`src/rtl/patcolor.sv`:
```
// patcolor: pixel pattern engine turning syncgen raster timing into registered DE and 24-bit RGB.
// Four patterns (colour bars, gray ramp, grid, scrolling checkerboard); geometry follows RESOL.
module patcolor (
    input  logic        DCLK,
    input  logic        DRST,
    input  logic [1:0]  RESOL,
    input  logic [1:0]  PATSEL,
    input  logic [10:0] HCNT,
    input  logic [10:0] VCNT,
    input  logic        DSP_preDE,
    output logic        DSP_DE,
    output logic [7:0]  DSP_R,
    output logic [7:0]  DSP_G,
    output logic [7:0]  DSP_B
);
    logic [10:0] r_x;
    logic [10:0] r_y;
    logic [5:0]  r_off;
    logic [1:0]  r_pat;
    logic [7:0]  r_bsub;
    logic [2:0]  r_bidx;
    logic        r_act_d;
    logic        r_run;
    logic        r_de;
    logic [23:0] r_rgb;
    logic        w_fs;
    logic        w_act;
    logic [7:0]  w_bar_last;
    logic [10:0] w_wm1;
    logic [10:0] w_hm1;
    logic [7:0]  w_gray;
    logic        w_grid;
    logic        w_chk;
    logic [23:0] w_color;
    assign w_fs  = (HCNT == 11'd0) && (VCNT == 11'd0);
    // After a reset the engine waits for a blanking cycle so output restarts on a clean line at x=0.
    assign w_act = DSP_preDE & r_run;
    always_comb begin
        w_bar_last = 8'd79;
        w_wm1      = 11'd639;
        w_hm1      = 11'd479;
        case (RESOL)
            2'd1: begin
                w_bar_last = 8'd99;
                w_wm1      = 11'd799;
                w_hm1      = 11'd599;
            end
            2'd2: begin
                w_bar_last = 8'd127;
                w_wm1      = 11'd1023;
                w_hm1      = 11'd767;
            end
            2'd3: begin
                w_bar_last = 8'd159;
                w_wm1      = 11'd1279;
                w_hm1      = 11'd1023;
            end
            default: ;
        endcase
    end
    assign w_gray = (RESOL == 2'd3) ? r_x[10:3] : r_x[9:2];
    assign w_grid = (r_x[4:0] == 5'd0) || (r_y[4:0] == 5'd0) || (r_x == w_wm1) || (r_y == w_hm1);
    // Bit 6 of (x + offset) only depends on the low seven bits of x.
    assign w_chk  = (7'(r_x[6:0] + {1'b0, r_off}) >= 7'd64) ^ r_y[6];
    always_comb begin
        w_color = (r_pat == 2'd1) ? {3{w_gray}} :
                  (r_pat == 2'd2) ? (w_grid ? 24'hFFFFFF : 24'h000000) :
                  (r_pat == 2'd3) ? (w_chk ? 24'hFFFFFF : 24'h404040) :
                  {{8{~r_bidx[1]}}, {8{~r_bidx[2]}}, {8{~r_bidx[0]}}};
    end
    always_ff @(posedge DCLK) begin
        if (DRST) begin
            r_x     <= 11'd0;
            r_y     <= 11'd0;
            r_off   <= 6'd0;
            r_pat   <= 2'd0;
            r_bsub  <= 8'd0;
            r_bidx  <= 3'd0;
            r_act_d <= 1'b0;
            r_run   <= 1'b0;
            r_de    <= 1'b0;
            r_rgb   <= 24'd0;
        end else begin
            r_run   <= r_run | ~DSP_preDE;
            r_act_d <= w_act;
            r_x     <= w_act ? r_x + 11'd1 : 11'd0;
            if (!w_act) begin
                r_bsub <= 8'd0;
                r_bidx <= 3'd0;
            end else if (r_bsub == w_bar_last) begin
                r_bsub <= 8'd0;
                r_bidx <= (r_bidx == 3'd7) ? 3'd7 : r_bidx + 3'd1;
            end else begin
                r_bsub <= r_bsub + 8'd1;
            end
            if (w_fs) begin
                r_y   <= 11'd0;
                r_pat <= PATSEL;
                r_off <= r_off + 6'd1;
            end else if (r_act_d && !w_act) begin
                r_y <= r_y + 11'd1;
            end
            r_de  <= w_act;
            r_rgb <= w_act ? w_color : 24'd0;
        end
    end
    assign DSP_DE = r_de;
    assign DSP_R  = r_rgb[23:16];
    assign DSP_G  = r_rgb[15:8];
    assign DSP_B  = r_rgb[7:0];
endmodule

```
`config.mk`:
```
export PLATFORM = sky130hd
export DESIGN_NAME = patcolor
export DESIGN_NICKNAME = d
export VERILOG_FILES = /design/src/rtl/patcolor.sv
export SDC_FILE = /design/constraint.sdc
export NUM_CORES = 1
export LEC_CHECK = 0
export ABC_CLOCK_PERIOD_IN_PS = 2700
export BUFFER_PORTS_ARGS = -buffer_cell sky130_fd_sc_hd__buf_2
export CAP_MARGIN = 30
export CORE_MARGIN = 5
export CORE_UTILIZATION = 39
export DETAILED_ROUTE_END_ITERATION = 7
export PLACE_DENSITY_LB_ADDON = 0.3
export SKIP_LAST_GASP = 1
export SYNTH_ARGS = -nofsm -noshare
export SYNTH_HDL_FRONTEND = slang
export SYNTH_SLANG_ARGS = --single-unit
```
`constraint.sdc`:
```
create_clock -name DCLK -period 2.7 [get_ports DCLK]
set_input_delay 0.135 -clock DCLK [delete_from_list [all_inputs] [get_ports DCLK]]
set_output_delay 0.135 -clock DCLK [all_outputs]
set_load 0.01 [all_outputs]
```
==> flow_summary.toml <==
[status]
status = "finished, final reports clean"

[timing]
post-route-worst-setup-slack_ns = 0.675
report.final.hold_viol_count = 0
max-slew-margin-rel = 0.599
achievable-frequency_mhz = 494
setup-tns-final_ns = 0
rsz0062_at_grt = "false"
finalCriticalPeriod_ns = 2.03
worst_pin_slew_ns = 0.600
setup_clock_skew_after_layout_ns = 0.00705
timing_max_transition_violations_final = 0
finalSetupViolations = 0
min_period_over_period = 0.750

[route]
drcViolationCount = 0
via_density_per_instance = 4.81
detailroute.wirelength.met3_um = 243
drt-initial-drc-count = 73
route.top_layer_used = "met4"
avgRoutedWirePerCell_um = 12.1
drt_pre_antenna_iters = 6
detailroute.via_count = 2393
routed_wl_um = 6040
routed-wl-met2_um = 2800
final_antenna_net_count = 0
wl_met1_um = 2890

[min_path]
hold_start = "PATSEL[1]"
holdPathEnd = "r_pat[1]$_SDFFE_PP0P_"
holdPathStages = 3
min_path_type = "input port to register"

[die]
horizontal_die_dimension_um = 98.9
floorplan.initialDensity = 0.399
ioPinCount = 54
core.rowCount = 32
placeableCoreArea_mm2 = 0.00773
die_area_mm2 = 0.00978
floorplan.die.height_um = 98.9

[power_and_ir_drop]
share_clk_of_total_power = 0.436
finalPower_mw = 1.97
netSwitchingPower_mw = 0.475
power.share.combinational = 0.051
power-per-cell-area_mw_per_mm2 = 537
vdd_drop_max_mv = 0.253
int_pwr_mw = 1.49
seq_power_share = 0.513
static-leakage-power_nw = 1.50
netSwitchingFraction = 0.241

[global_routing]
grt_pass1_vias = 2330
global_route_wire_length_before_repair_um = 10500
global_route.usage.total = 0.130
grt_start_max_net_pins = 22
grt_antenna_before_repair = 0
overflow_left_after_global_routing = 0

[job]
timing.max_cap.violations = 0

[placement]
portBuffers = 53
place_hpwl_um = 4510
preCtsSetupSlack_ns = 0.666
finalWeightedCongestion = 0.772

[clock_network]
clock_tree.buffer_depth = 2
clkLatencyLatePin_ns = 0.34
cts.htree.levels = 3
sink_count_of_the_clock_tree = 67
clock_transition_time_at_the_flip_flop_clock_pins_of_the_worst_setup_and_hold_paths_ns = 0.08
num_cts_buffers = 9
cts_tree = "built"
cts-root-buf = "sky130_fd_sc_hd__clkbuf_8"

[critical_path]
worstPathArrival_ns = 2.25
worst_setup_path_start_kind = "register"
timing.critical_path.fanout_max = 21
end_kind = "register"
worst_r2r_endpoint = "r_rgb[8]$_SDFF_PP0_"
worst-endpoint-required_ns = 2.92
timing.rr.start = "r_x[0]$_SDFF_PP0_"
critical-path-slowest-cell = "sky130_fd_sc_hd__fa_1"
critical_path.max_stage_delay_ns = 0.37
worst-r2r-setup-slack_ns = 0.67
timing_worst_setup_path_type = "register to register"
crit_chain = "ha_1, fa_1, a21oi_1, o21ai_1, a21oi_1, mux2i_1, buf_4, o21ai_1"
worst-r2r-cell-count = 8

[cells_and_area]
num-fill-cells = 754
num-nets-final = 437
antenna_cells_inserted = 0
area_delta_synth_final_pct = 18.9
layout_cells_sized_above_1 = 0.222
postLayoutCoreUtil = 0.474

[synth]
synthDistinctLibCells = 44
synth_fp_nets = 380
synth-edff-count = 0
synthesis.area_mm2 = 0.00308
yosysWarningCount = 0
yosys_register_bits = 67
synth_sequential_area_ratio = 0.435
synthesized_instance_count = 334
post_synth.cell_area_avg_um2 = 9.23
ys.flop_type = "sky130_fd_sc_hd__dfxtp_1"
synth-async-reset-ratio = 0
-- worst max-delay path, delay by kind of cell (launching register included) --
kind / cells / cell delay [ns]
mux: 1 / 0.20
fa+ha+maj: 2 / 0.60
flops: 1 / 0.36
buf+inv: 1 / 0.24
compound gates: 4 / 0.51
-- what timing repair did --
action                                 4_1_cts  5_1_grt
hold buffers                                 1        0
endpoints found under the hold margin        1        0
resized for setup                            0        0
setup buffers                                0        0
-- state kept, by name (all words and copies together) (netlist names) --
| register | cells |
|---|---|
| r_bidx | 3 |
| r_x | 11 |
| r_off | 6 |
| r_run | 1 |
| DSP_DE | 1 |
| r_rgb | 24 |
| r_bsub | 8 |
| r_y | 11 |
| r_pat | 2 |
-- placed cells by master, fill, tap and decap left out, types with 3 or more instances in the layout --
cell type / Yosys / routed
sky130_fd_sc_hd__nand3_1: 7 / 7
sky130_fd_sc_hd__nand2b_1: 3 / 3
sky130_fd_sc_hd__buf_2: 4 / 53
sky130_fd_sc_hd__or2_1: 3 / 3
sky130_fd_sc_hd__nor4_1: 7 / 7
sky130_fd_sc_hd__a21oi_1: 11 / 11
sky130_fd_sc_hd__o21ai_1: 23 / 23
sky130_fd_sc_hd__nor3_1: 4 / 4
sky130_fd_sc_hd__nand2_1: 31 / 31
sky130_fd_sc_hd__xnor2_1: 16 / 16
sky130_fd_sc_hd__mux2_2: 7 / 7
sky130_fd_sc_hd__nand4_1: 9 / 9
sky130_fd_sc_hd__clkbuf_8: 0 / 9
sky130_fd_sc_hd__ha_1: 16 / 16
sky130_fd_sc_hd__and2_1: 3 / 3
sky130_fd_sc_hd__o221ai_4: 3 / 3
sky130_fd_sc_hd__inv_1: 11 / 11
sky130_fd_sc_hd__dfxtp_1: 67 / 67
sky130_fd_sc_hd__xor2_1: 19 / 19
sky130_fd_sc_hd__nor2_1: 46 / 46
sky130_fd_sc_hd__o21ai_0: 6 / 6
sky130_fd_sc_hd__and3_1: 4 / 4
-- how the worst max path moves through the flow --
stage,start,cells after the start,to
final,r_x[0]$_SDFF_PP0_,8,r_rgb[8]$_SDFF_PP0_
after global routing,r_x[0]$_SDFF_PP0_,7,r_rgb[20]$_SDFF_PP0_
after CTS,r_x[0]$_SDFF_PP0_,8,r_rgb[8]$_SDFF_PP0_
after detailed placement,RESOL[0],7,r_bsub[3]$_SDFF_PP0_
after global placement,r_x[0]$_SDFF_PP0_,8,r_rgb[9]$_SDFF_PP0_
after floorplan,r_x[0]$_SDFF_PP0_,8,r_rgb[0]$_SDFF_PP0_
-- stage by stage --
stage               hold WS [ns]  cell area [um^2]  std cells
floorplan                  0.231              3080        334
global placement           0.347              3450        481
detailed placement         0.352              3450        481
CTS                       0.0125              3660        498
global route              0.0221              3660        498
finish                    0.0225              3660        498
-- logic make-up after synthesis --
group | synth area share
and+or+nand+nor | 0.217
DFF | 0.435
AOI/OAI and AO/OA | 0.116
xor gates and xnor gates | 0.0995
buffers and inverters | 0.0288
adders and majority gates | 0.0715
muxes | 0.0321
-- routing by layer --
| metal | vias to the layer above | global-route usage |
|---|---|---|
| met4 | 0 | 0.0683 |
| met5 | - | 0 |
| met3 | 10 | 0.0311 |
| met2 | 37 | 0.211 |
| li1 | 1268 | - |
| met1 | 1078 | 0.160 |
-- synthesized netlist by cell type, types with 2 or more instances --
master,number,area [um^2]
sky130_fd_sc_hd__and2_1,3,18.8
sky130_fd_sc_hd__mux2i_1,2,20.0
sky130_fd_sc_hd__inv_1,11,41.3
sky130_fd_sc_hd__ha_1,16,200
sky130_fd_sc_hd__nor2_1,46,173
sky130_fd_sc_hd__o22ai_1,2,12.5
sky130_fd_sc_hd__nand3_1,7,35.0
sky130_fd_sc_hd__clkbuf_1,6,22.5
sky130_fd_sc_hd__nor3_1,4,20.0
sky130_fd_sc_hd__o221ai_4,3,78.8
sky130_fd_sc_hd__mux2_2,7,78.8
sky130_fd_sc_hd__nor4b_1,2,17.5
sky130_fd_sc_hd__or2_1,3,18.8
sky130_fd_sc_hd__buf_2,4,20.0
sky130_fd_sc_hd__nor4_1,7,43.8
sky130_fd_sc_hd__and3b_1,2,17.5
sky130_fd_sc_hd__o21a_1,2,15.0
sky130_fd_sc_hd__a21oi_1,11,55.1
sky130_fd_sc_hd__nand4_1,9,56.3
sky130_fd_sc_hd__and4_1,2,17.5
sky130_fd_sc_hd__and3_1,4,25.0
sky130_fd_sc_hd__nand2_1,31,116
sky130_fd_sc_hd__o21ai_0,6,30.0
sky130_fd_sc_hd__xnor2_1,16,140
sky130_fd_sc_hd__xor2_1,19,166
sky130_fd_sc_hd__dfxtp_1,67,1340
sky130_fd_sc_hd__nand2b_1,3,18.8
sky130_fd_sc_hd__o21ai_1,23,115
-- power by group through the flow --
stage | clock (mW) | combinational (mW) | sequential [mW]
4_1_cts | 0.879 | 0.102 | 1.01
3_3_place_gp | 0 | 0.0987 | 1.03
5_1_grt | 0.923 | 0.113 | 1.01
6_report | 0.857 | 0.100 | 1.01
3_5_place_dp | 0 | 0.101 | 1.03
2_1_floorplan | 0 | 0.0490 | 1.04
-- layout make-up --
class | instances | area [um^2] | area share
sequential | 67 | 1340 | 0.366
clock buffer | 9 | 124 | 0.0338
timing repair buffer | 56 | 290 | 0.0792
inverter | 12 | 46.3 | 0.0126
multi-input combinational | 245 | 1650 | 0.451
tap | 102 | 128 | 0.0348
clock inverter | 7 | 83.8 | 0.0229
Note: power is estimated with default switching activity, not from simulation.
